File: config.mk
export PLATFORM = sky130hd
export DESIGN_NAME = uart_ctrl
export DESIGN_NICKNAME = d
export VERILOG_FILES = /design/src/rtl/uart_ctrl_pkg.sv /design/src/rtl/uart_ctrl_byte_fifo.sv /design/src/rtl/uart_ctrl.sv
export SDC_FILE = /design/constraint.sdc
export NUM_CORES = 1
export LEC_CHECK = 0
export BUFFER_PORTS_ARGS = -buffer_cell sky130_fd_sc_hd__buf_2
export CAP_MARGIN = 10
export CORE_UTILIZATION = 35
export CTS_CLUSTER_DIAMETER = 150
export CTS_CLUSTER_SIZE = 30
export DETAILED_ROUTE_END_ITERATION = 10
export PLACE_DENSITY = 0.59
export SETUP_SLACK_MARGIN = 0.2
export SLEW_MARGIN = 20
export SYNTH_ARGS = -nofsm -noshare
export SYNTH_HDL_FRONTEND = slang
export SYNTH_SLANG_ARGS = --single-unit
File: constraint.sdc
create_clock -name sysclk -period 2.2 [get_ports sysclk]
set_input_delay 0.11 -clock sysclk [delete_from_list [all_inputs] [get_ports sysclk]]
set_output_delay 0.11 -clock sysclk [all_outputs]
set_load 0.02 [all_outputs]
File: src/rtl/uart_ctrl_pkg.sv
// Shared register map, CON layout and TX sequencer states for the UART controller.
package uart_ctrl_pkg;

  localparam logic [3:0] UART_TXD = 4'h0;
  localparam logic [3:0] UART_RXD = 4'h4;
  localparam logic [3:0] UART_CON = 4'h8;

  localparam int unsigned CON_TX_IE   = 0;
  localparam int unsigned CON_RX_IE   = 1;
  localparam int unsigned CON_TX_FULL = 2;
  localparam int unsigned CON_RX_NE   = 3;
  localparam int unsigned CON_TX_BUSY = 4;
  localparam int unsigned CON_RX_OVR  = 5;
  localparam int unsigned CON_TX_OVF  = 6;
  localparam int unsigned CON_TX_TMO  = 7;

  localparam int unsigned TMO_W = 12;

  typedef enum logic [1:0] {
    IDLE,
    LAUNCH,
    WAIT_BUSY,
    WAIT_DONE
  } tx_state_e;

  // CON read view, MSB first so it packs directly into rdata[7:0]
  typedef struct packed {
    logic tx_tmo;
    logic tx_ovf;
    logic rx_ovr;
    logic tx_busy;
    logic rx_ne;
    logic tx_full;
    logic rx_ie;
    logic tx_ie;
  } con_reg_t;

endpackage

File: src/rtl/uart_ctrl_byte_fifo.sv
// Synchronous byte FIFO with wrap-bit pointers; a push into a full FIFO is
// accepted only when a pop happens in the same cycle.
module byte_fifo #(
  parameter int unsigned DEPTH = 4
) (
  input  logic       clk,
  input  logic       rst_n,
  input  logic       push,
  input  logic       pop,
  input  logic [7:0] wdata,
  output logic       full,
  output logic       empty,
  output logic [7:0] head
);

  localparam int unsigned AW = $clog2(DEPTH);
  localparam int unsigned PW = AW + 1;

  logic [PW-1:0] wr_ptr;
  logic [PW-1:0] rd_ptr;
  logic [7:0]    mem [DEPTH];
  logic          do_push;
  logic          do_pop;

  assign empty   = (wr_ptr == rd_ptr);
  assign full    = (wr_ptr[AW] != rd_ptr[AW]) && (wr_ptr[AW-1:0] == rd_ptr[AW-1:0]);
  assign do_pop  = pop & ~empty;
  assign do_push = push & (~full | do_pop);
  assign head    = mem[rd_ptr[AW-1:0]];

  always_ff @(posedge clk or negedge rst_n) begin
    if (!rst_n) begin
      wr_ptr <= '0;
      rd_ptr <= '0;
      for (int unsigned i = 0; i < DEPTH; i++) mem[AW'(i)] <= '0;
    end else begin
      if (do_push) begin
        mem[wr_ptr[AW-1:0]] <= wdata;
        wr_ptr              <= wr_ptr + PW'(1);
      end
      if (do_pop) rd_ptr <= rd_ptr + PW'(1);
    end
  end

endmodule

File: src/rtl/uart_ctrl.sv
// Bus-facing UART controller: TX/RX byte FIFOs, TX launch sequencer with busy
// timeout, CON status/control/sticky register and interrupt generation.
module uart_ctrl
  import uart_ctrl_pkg::*;
#(
  parameter int unsigned TX_DEPTH     = 4,
  parameter int unsigned RX_DEPTH     = 4,
  parameter int unsigned BUSY_TIMEOUT = 2047
) (
  input  logic        sysclk,
  input  logic        reset_n,
  input  logic [3:0]  addr,
  input  logic [31:0] wdata,
  input  logic        mem_write,
  input  logic        mem_read,
  output logic [31:0] rdata,
  output logic        irq,
  output logic [7:0]  uart_tx_data,
  output logic        uart_tx_enable,
  input  logic        uart_tx_status,
  input  logic [7:0]  uart_rx_data,
  input  logic        uart_rx_status
);

  localparam logic [TMO_W-1:0] TMO_LIMIT = TMO_W'(BUSY_TIMEOUT);

  logic [1:0]       tx_sync;
  logic [1:0]       rx_sync;
  logic             rx_prev;
  logic             tx_status_s;
  logic             rx_strobe;
  logic             wr_txd;
  logic             wr_con;
  logic             rd_rxd;
  logic             tx_full, tx_empty, rx_full, rx_empty;
  logic [7:0]       tx_head, rx_head;
  tx_state_e        state, state_d;
  logic [TMO_W-1:0] tmo_cnt, tmo_cnt_d;
  logic             tx_enable_d;
  logic [7:0]       tx_data_d;
  logic             tx_pop;
  logic             tmo_hit;
  logic             tx_ie, rx_ie, rx_ovr, tx_ovf, tx_tmo;
  logic             rx_ovr_set, tx_ovf_set;
  con_reg_t         con;
  logic             unused_wdata;

  assign unused_wdata = ^{wdata[31:8], wdata[4:2]};

  // TX status idles high, RX flag idles low; both cross from the baud domain
  always_ff @(posedge sysclk or negedge reset_n) begin
    if (!reset_n) begin
      tx_sync <= 2'b11;
      rx_sync <= 2'b00;
      rx_prev <= 1'b0;
    end else begin
      tx_sync <= {tx_sync[0], uart_tx_status};
      rx_sync <= {rx_sync[0], uart_rx_status};
      rx_prev <= rx_sync[1];
    end
  end

  assign tx_status_s = tx_sync[1];
  assign rx_strobe   = rx_sync[1] & ~rx_prev;

  assign wr_txd = mem_write & (addr == UART_TXD);
  assign wr_con = mem_write & (addr == UART_CON);
  assign rd_rxd = mem_read  & (addr == UART_RXD);

  byte_fifo #(.DEPTH(TX_DEPTH)) u_tx_fifo (
    .clk   (sysclk),
    .rst_n (reset_n),
    .push  (wr_txd),
    .pop   (tx_pop),
    .wdata (wdata[7:0]),
    .full  (tx_full),
    .empty (tx_empty),
    .head  (tx_head)
  );

  byte_fifo #(.DEPTH(RX_DEPTH)) u_rx_fifo (
    .clk   (sysclk),
    .rst_n (reset_n),
    .push  (rx_strobe),
    .pop   (rd_rxd),
    .wdata (uart_rx_data),
    .full  (rx_full),
    .empty (rx_empty),
    .head  (rx_head)
  );

  always_ff @(posedge sysclk or negedge reset_n) begin
    if (!reset_n) begin
      state          <= IDLE;
      tmo_cnt        <= '0;
      uart_tx_enable <= 1'b0;
      uart_tx_data   <= '0;
    end else begin
      state          <= state_d;
      tmo_cnt        <= tmo_cnt_d;
      uart_tx_enable <= tx_enable_d;
      uart_tx_data   <= tx_data_d;
    end
  end

  // Launch data and enable are loaded on entry to LAUNCH so they are valid during it
  always_comb begin
    state_d     = state;
    tmo_cnt_d   = tmo_cnt;
    tx_enable_d = 1'b0;
    tx_data_d   = uart_tx_data;
    tx_pop      = 1'b0;
    tmo_hit     = 1'b0;
    case (state)
      IDLE: begin
        if (!tx_empty) begin
          state_d     = LAUNCH;
          tx_enable_d = 1'b1;
          tx_data_d   = tx_head;
        end
      end
      LAUNCH: begin
        tx_pop    = 1'b1;
        tmo_cnt_d = '0;
        state_d   = WAIT_BUSY;
      end
      WAIT_BUSY: begin
        if (!tx_status_s) begin
          state_d = WAIT_DONE;
        end else if (tmo_cnt >= TMO_LIMIT) begin
          state_d = IDLE;
          tmo_hit = 1'b1;
        end else if (tmo_cnt != '1) begin
          tmo_cnt_d = tmo_cnt + TMO_W'(1);
        end
      end
      WAIT_DONE: begin
        if (tx_status_s) state_d = IDLE;
      end
      default: state_d = IDLE;
    endcase
  end

  // A simultaneous pop frees the slot, so only true drops raise the sticky flags
  assign rx_ovr_set = rx_strobe & rx_full & ~rd_rxd;
  assign tx_ovf_set = wr_txd & tx_full & ~tx_pop;

  always_ff @(posedge sysclk or negedge reset_n) begin
    if (!reset_n) begin
      tx_ie  <= 1'b0;
      rx_ie  <= 1'b0;
      rx_ovr <= 1'b0;
      tx_ovf <= 1'b0;
      tx_tmo <= 1'b0;
      irq    <= 1'b0;
    end else begin
      if (wr_con) begin
        tx_ie <= wdata[CON_TX_IE];
        rx_ie <= wdata[CON_RX_IE];
      end
      rx_ovr <= rx_ovr_set | (rx_ovr & ~(wr_con & wdata[CON_RX_OVR]));
      tx_ovf <= tx_ovf_set | (tx_ovf & ~(wr_con & wdata[CON_TX_OVF]));
      tx_tmo <= tmo_hit    | (tx_tmo & ~(wr_con & wdata[CON_TX_TMO]));
      irq    <= (tx_ie & tx_empty & (state == IDLE)) | (rx_ie & ~rx_empty);
    end
  end

  assign con = '{
    tx_tmo:  tx_tmo,
    tx_ovf:  tx_ovf,
    rx_ovr:  rx_ovr,
    tx_busy: (state != IDLE),
    rx_ne:   ~rx_empty,
    tx_full: tx_full,
    rx_ie:   rx_ie,
    tx_ie:   tx_ie
  };

  always_comb begin
    rdata = '0;
    case (addr)
      UART_RXD: if (!rx_empty) rdata = {24'b0, rx_head};
      UART_CON: rdata = {24'b0, con};
      default:  rdata = '0;
    endcase
  end

endmodule

==> flow_summary.ini, run 1 <==
[die]
die_w_um = 126
ios = 92
rows = 44
dieArea_mm2 = 0.0158
die_h_um = 126
start_util_pct = 36.3
core_area_mm2 = 0.0148

[power_and_ir_drop]
seqPwrFrac_pct = 41.1
p_leak_nw = 2.79
p_per_area_mw_per_mm2 = 1260
p_sw_mw = 2.74
max-vdd-ir-drop_mv = 0.441
fin_total_pwr_mw = 7.84
p_clk_share_pct = 20.0
switching_share_pct = 34.9
combPwrFrac_pct = 38.8
internal_power_mw = 5.10

[critical_path]
crit_type = register to primary output
worstPathCellList = buf_12 -> mux4_2 -> a21oi_1 -> nor2_1 -> buf_2
cp-start-kind = register
cp_max_fo = 10
crit_buf_inv = 2
end_kind = primary output
arrival_ps = 1800
cpMaxStageDelayCell = mux4_2
critPathRequiredTime_ps = 2090
crit_family = multiplexers
cp_slowest_stage_delay_ps = 500

[clock_tree]
clock-root-buffer = clkbuf_16
clockBufferDepth = 2
cts_setup_buffers = 0
htreeDepth = 3
cts_tree = yes
clk_latency_ps = 350
cts_buffers = 9
clk_pin_slew_worst_paths_ps = 70
cts_num_sinks = 110

[detailed_routing]
wl_per_cell_um = 16.7
drt-vias-per-instance = 5.12
drcViolationCount = 0
antenna_left = 0
dr.pass1.iters = 4
drt_iter0_markers = 134
wl_mm = 11.6
route.vias.total = 3541

[sta]
worst_pin_slew_ps = 686
grt_setup_unrepaired = yes
period_needed_ps = 1910
skew_ps = 10.2
slew_violations = 0
tns_ps = 0
setup_viol = 0
fmax_mhz = 523
fin_crit_sh_pct = 86.8
hold_viol = 0
relSlewSlack_pct = 54.2

[synth]
ys_top_cells_by_area = dfrtp_1 50%, mux2_2 9.7%, mux4_2 6.7%, o2bb2ai_1 5.2%, buf_4 3.6%
yosys_register_bits = 110
yosys_warnings = 0
synth_edf_count = 0
netlist_instances = 433
syn_avg_cell_area_um2 = 12.4
synth_top_cell_by_area = dfrtp_1
synth_cell_type_count = 54
dominantRegCellSynth = dfrtp_1
async_reset_ff_share_pct = 100
ys_seq_area_share_pct = 51.4
syn_area_mm2 = 0.00536
synth_top_area_share_pct = 50.4

[global_route]
grt.total_usage_pct = 15.9
grt_overflow_total = 0
first_global_vias = 3744
grt_max_degree = 53
antenna_found_initial = 0
grt_pass1_wl_mm = 19.4

[layout]
num_antenna_cells = 0
drive_above_1_share_pct = 33.7
nNetsFinal = 563
area_growth_syn_to_layout_pct = 16.3
fillCellCount = 1381
fin_area_mm2 = 0.00623
multiInputGateArea_mm2 = 0.00240
seqCellArea_mm2 = 0.00276

[placed_design]
gp_congestion = 0.801
post_dp_cell_area_mm2 = 0.00588
dp_hpwl_mm = 8.02
portBuffers = 43

[min_path]
min_path_type = input pin to register

[outcome]
outcome = complete, no violations

[job]
maxCapViolations = 0
final timing paths:
path / start / to / slack, ps / cells past startpoint
setup / recovery: u_rx_fifo.rd_ptr[0] / rdata[3] / 290 / 5
setup reg to reg: u_tx_fifo.wr_ptr[0] / u_tx_fifo.wr_ptr[1] / 290 / 5
max in group asynchronous: reset_n / tx_sync[1] / 1140 / 3
hold reg to reg: rx_sync[0] / rx_sync[1] / 350 / 0
min in group asynchronous: reset_n / rx_sync[0] / 350 / 2
hold / removal: wdata[3] / u_tx_fifo.mem[27] / 20 / 2
layer usage:
layer  vias to the layer above  GRT usage [%]  wire [um]
met5                         -              0          0
met4                         0           6.74        182
met3                        14           2.38        349
met2                        82           26.8       5730
met1                      1781           20.5       5310
li1                       1664              -          -
kinds of logic after synthesis:
logic type	after synthesis	synth area share [%]
xor+xnor	18	2.94
compound gates	69	10.3
other cells	1	0.0700
flops	110	51.4
mux	63	16.6
fa+ha+maj	11	2.57
simple gates	105	10.3
buf+inv	56	5.91
synth_stat cells (all sizes together) (11+ instances only):
master	count
dfrtp	108
ha	11
o21ai	13
nor2	12
xnor2	12
buf	36
inv	14
o2bb2ai	32
mux4	16
nand3	16
nand2	46
mux2	46
registers in the layout, indices dropped and copies added (netlist names), 2 cells and up:
signal            count
tmo_cnt              12
rx_sync               2
u_tx_fifo.rd_ptr      3
state                 2
tx_sync               2
u_rx_fifo.mem        32
u_tx_fifo.wr_ptr      3
uart_tx_data          8
u_tx_fifo.mem        32
u_rx_fifo.wr_ptr      3
u_rx_fifo.rd_ptr      3
area by class of cell:
class                   instances  area share (%)
flip-flops and latches        110            44.2
well taps                     184            3.69
multi-input cells             290            38.6
inverters                      14           0.843
clock inverters                 4           0.462
repair buffers                 77            8.11
clock buffers                  12            4.11
power groups by stage:
stage	logic, mW	clock network (mW)	registers (mW)
after floorplan	2.13	0	3.21
after global placement	2.94	0	3.21
after detailed placement	3.03	0	3.24
after CTS	3.06	1.62	3.22
after global routing	3.34	1.70	3.33
final	3.04	1.57	3.22
cells in the final DEF (no fill, tap or decap), drive strengths merged, types with 13 or more instances in the layout:
cell       n
dfrtp    108
buf       74
nand2     46
mux2      46
o2bb2ai   32
conb      24
mux4      16
nand3     16
inv       15
o21ai     13
timing repair:
| item | in CTS | in global routing |
|---|---|---|
| gates resized for setup | 5 | 8 |
| hold buffers | 3 | 0 |
| endpoints found under the hold margin | 51 | 0 |
| setup endpoints to repair | 13 | 15 |
metrics by stage:
stage / hold slack (ps) / utilization, % / setup slack (ps) / std cells
floorplan: -186 / - / 433 / 456
global placement: 189 / 39.8 / 179 / 672
detailed placement: 198 / 39.8 / 50.3 / 672
CTS: 10.7 / 42.1 / 220 / 691
global route: 18.9 / 42.2 / 155 / 691
finish: 24.3 / 42.2 / 290 / 691
Note: power is estimated with default switching activity, not from simulation.
==> run 2: changes to the inputs <==
- CORE_UTILIZATION: 35 -> 50
- PLACE_DENSITY: 0.59 -> 0.77
==> run 2 against run 1 <==
Net effect: clock power decreased by 19%; sequential share of layout area increased by 0.67 points; utilization increased by 17 points; clock-buffer cell count decreased by 2; largest cell class unchanged; critical endpoint is now rdata[0].
==> flow_summary.ini, run 2 (same netlist as run 1, synthesis figures left out) <==
[clock_tree]
cts_num_sinks = 110
cts_tree = yes
cts_buffers = 9
clk_latency_ps = 380
htreeDepth = 3
clock-root-buffer = clkbuf_8
clk_pin_slew_worst_paths_ps = 100
clockBufferDepth = 2

[sta]
slew_violations = 0
worst_pin_slew_ps = 512
fin_crit_sh_pct = 88.4
fmax_mhz = 514
skew_ps = 7.58
period_needed_ps = 1940
relSlewSlack_pct = 65.8
setup_viol = 0
grt_setup_unrepaired = yes
setup_ws_ps = 256
tns_ps = 0
hold_viol = 0
hold_ws_ps = 8.70

[power_and_ir_drop]
p_leak_nw = 2.77
max-vdd-ir-drop_mv = 0.683
p_per_area_mw_per_mm2 = 1250
fin_total_pwr_mw = 7.65

[critical_path]
r2r_start = u_tx_fifo.wr_ptr[2]
arrival_ps = 1830
crit_type = register to primary output
cp_max_fo = 5
reg2reg_depth = 5
end_kind = primary output
r2r_end = u_tx_fifo.mem[0]
critPathRequiredTime_ps = 2090
rrSetupSlack_ps = 300
cp-start-kind = register

[layout]
drive_above_1_share_pct = 33.9
fin_area_mm2 = 0.00614
layout_common_cells = 106 x dfrtp_1, 46 x nand2_1, 46 x mux2_2, 42 x buf_2, 32 x o2bb2ai_1
area_growth_syn_to_layout_pct = 14.7
fin_cells = 643
final_common_cell = dfrtp_1
nNetsFinal = 563
fin_util_pct = 59.2
num_antenna_cells = 0
reg_top3 = u_rx_fifo.mem (32), u_tx_fifo.mem (32), tmo_cnt (12)

[placed_design]
dp_cells = 619
post-place-ws_ps = 80.9
portBuffers = 43
dp_hpwl_mm = 7.65
gp_congestion = 0.815
post_dp_cell_area_mm2 = 0.00578

[outcome]
outcome = complete, no violations

[die]
core_area_mm2 = 0.0104
dieArea_mm2 = 0.0111
die_w_um = 106
start_util_pct = 51.7
ios = 92
rows = 37
die_h_um = 106

[detailed_routing]
dr.pass1.iters = 5
route.vias.total = 3601
topRoutingLayerUsed = met4
dr_wl_met3_um = 289
drt-vias-per-instance = 5.60
wl_per_cell_um = 17.3
met1Wirelength_mm = 4.93
wl_met2_mm = 5.67
drt_iter0_markers = 134
wl_mm = 11.1
antenna_left = 0
drcViolationCount = 0

[global_route]
grt_overflow_total = 0
antenna_found_initial = 0
first_global_vias = 3680
grt_pass1_wl_mm = 18.3
grt.total_usage_pct = 21.4
grt_max_degree = 62

[job]
maxCapViolations = 0

[min_path]
hold_path_depth = 3
min_path_type = input pin to register
holdCritStartpoint = uart_rx_data[5]
worstHoldEndpoint = u_rx_fifo.mem[13]
-- run 2: power by group --
group | internal [mW] | total (mW) | switching, mW
combinational | 1.58 | 3.12 | 1.54
sequential | 2.74 | 3.25 | 0.516
clock | 0.566 | 1.27 | 0.709
-- run 2: worst max path at each step --
stage | slack (ps) | to | start
final | 260 | rdata[0] | u_rx_fifo.rd_ptr[0]
after global routing | 200 | rdata[6] | u_rx_fifo.rd_ptr[0]
after CTS | 150 | rdata[2] | u_rx_fifo.wr_ptr[0]
after detailed placement | 80 | tmo_cnt[3] | tmo_cnt[0]
after global placement | 200 | tmo_cnt[3] | tmo_cnt[0]
after floorplan | 430 | u_tx_fifo.wr_ptr[1] | u_tx_fifo.wr_ptr[1]
-- run 2: layer usage --
| metal | up-vias | GRT usage, % |
|---|---|---|
| met1 | 1845 | 27.7 |
| met2 | 77 | 36.0 |
| met5 | - | 0 |
| li1 | 1662 | - |
| met3 | 17 | 2.97 |
| met4 | 0 | 9.72 |
-- run 2: repair_timing --
action | CTS | global route
resized for setup | 4 | 10
hold buffers | 6 | 0
endpoints found under the setup margin | 14 | 31
endpoints found under the hold margin | 46 | 0
cloned | 0 | 1
buffers inserted | 0 | 1
pin swaps | 0 | 1
-- run 2: cell type report --
cell class	count	area (um^2)
sequential	110	2760
inverter	14	52.6
fill	849	4230
clock buffer	10	138
tap	136	170
clock inverter	6	70.1
timing repair buffer	77	543
multi-input combinational	290	2410
-- run 2: critical path, cell delays in order, from the launching register on --
cell and delay (ps):
dfrtp_2 450, clkbuf_16 180, mux4_2 500, inv_1 90, o21ai_1 80, buf_2 170
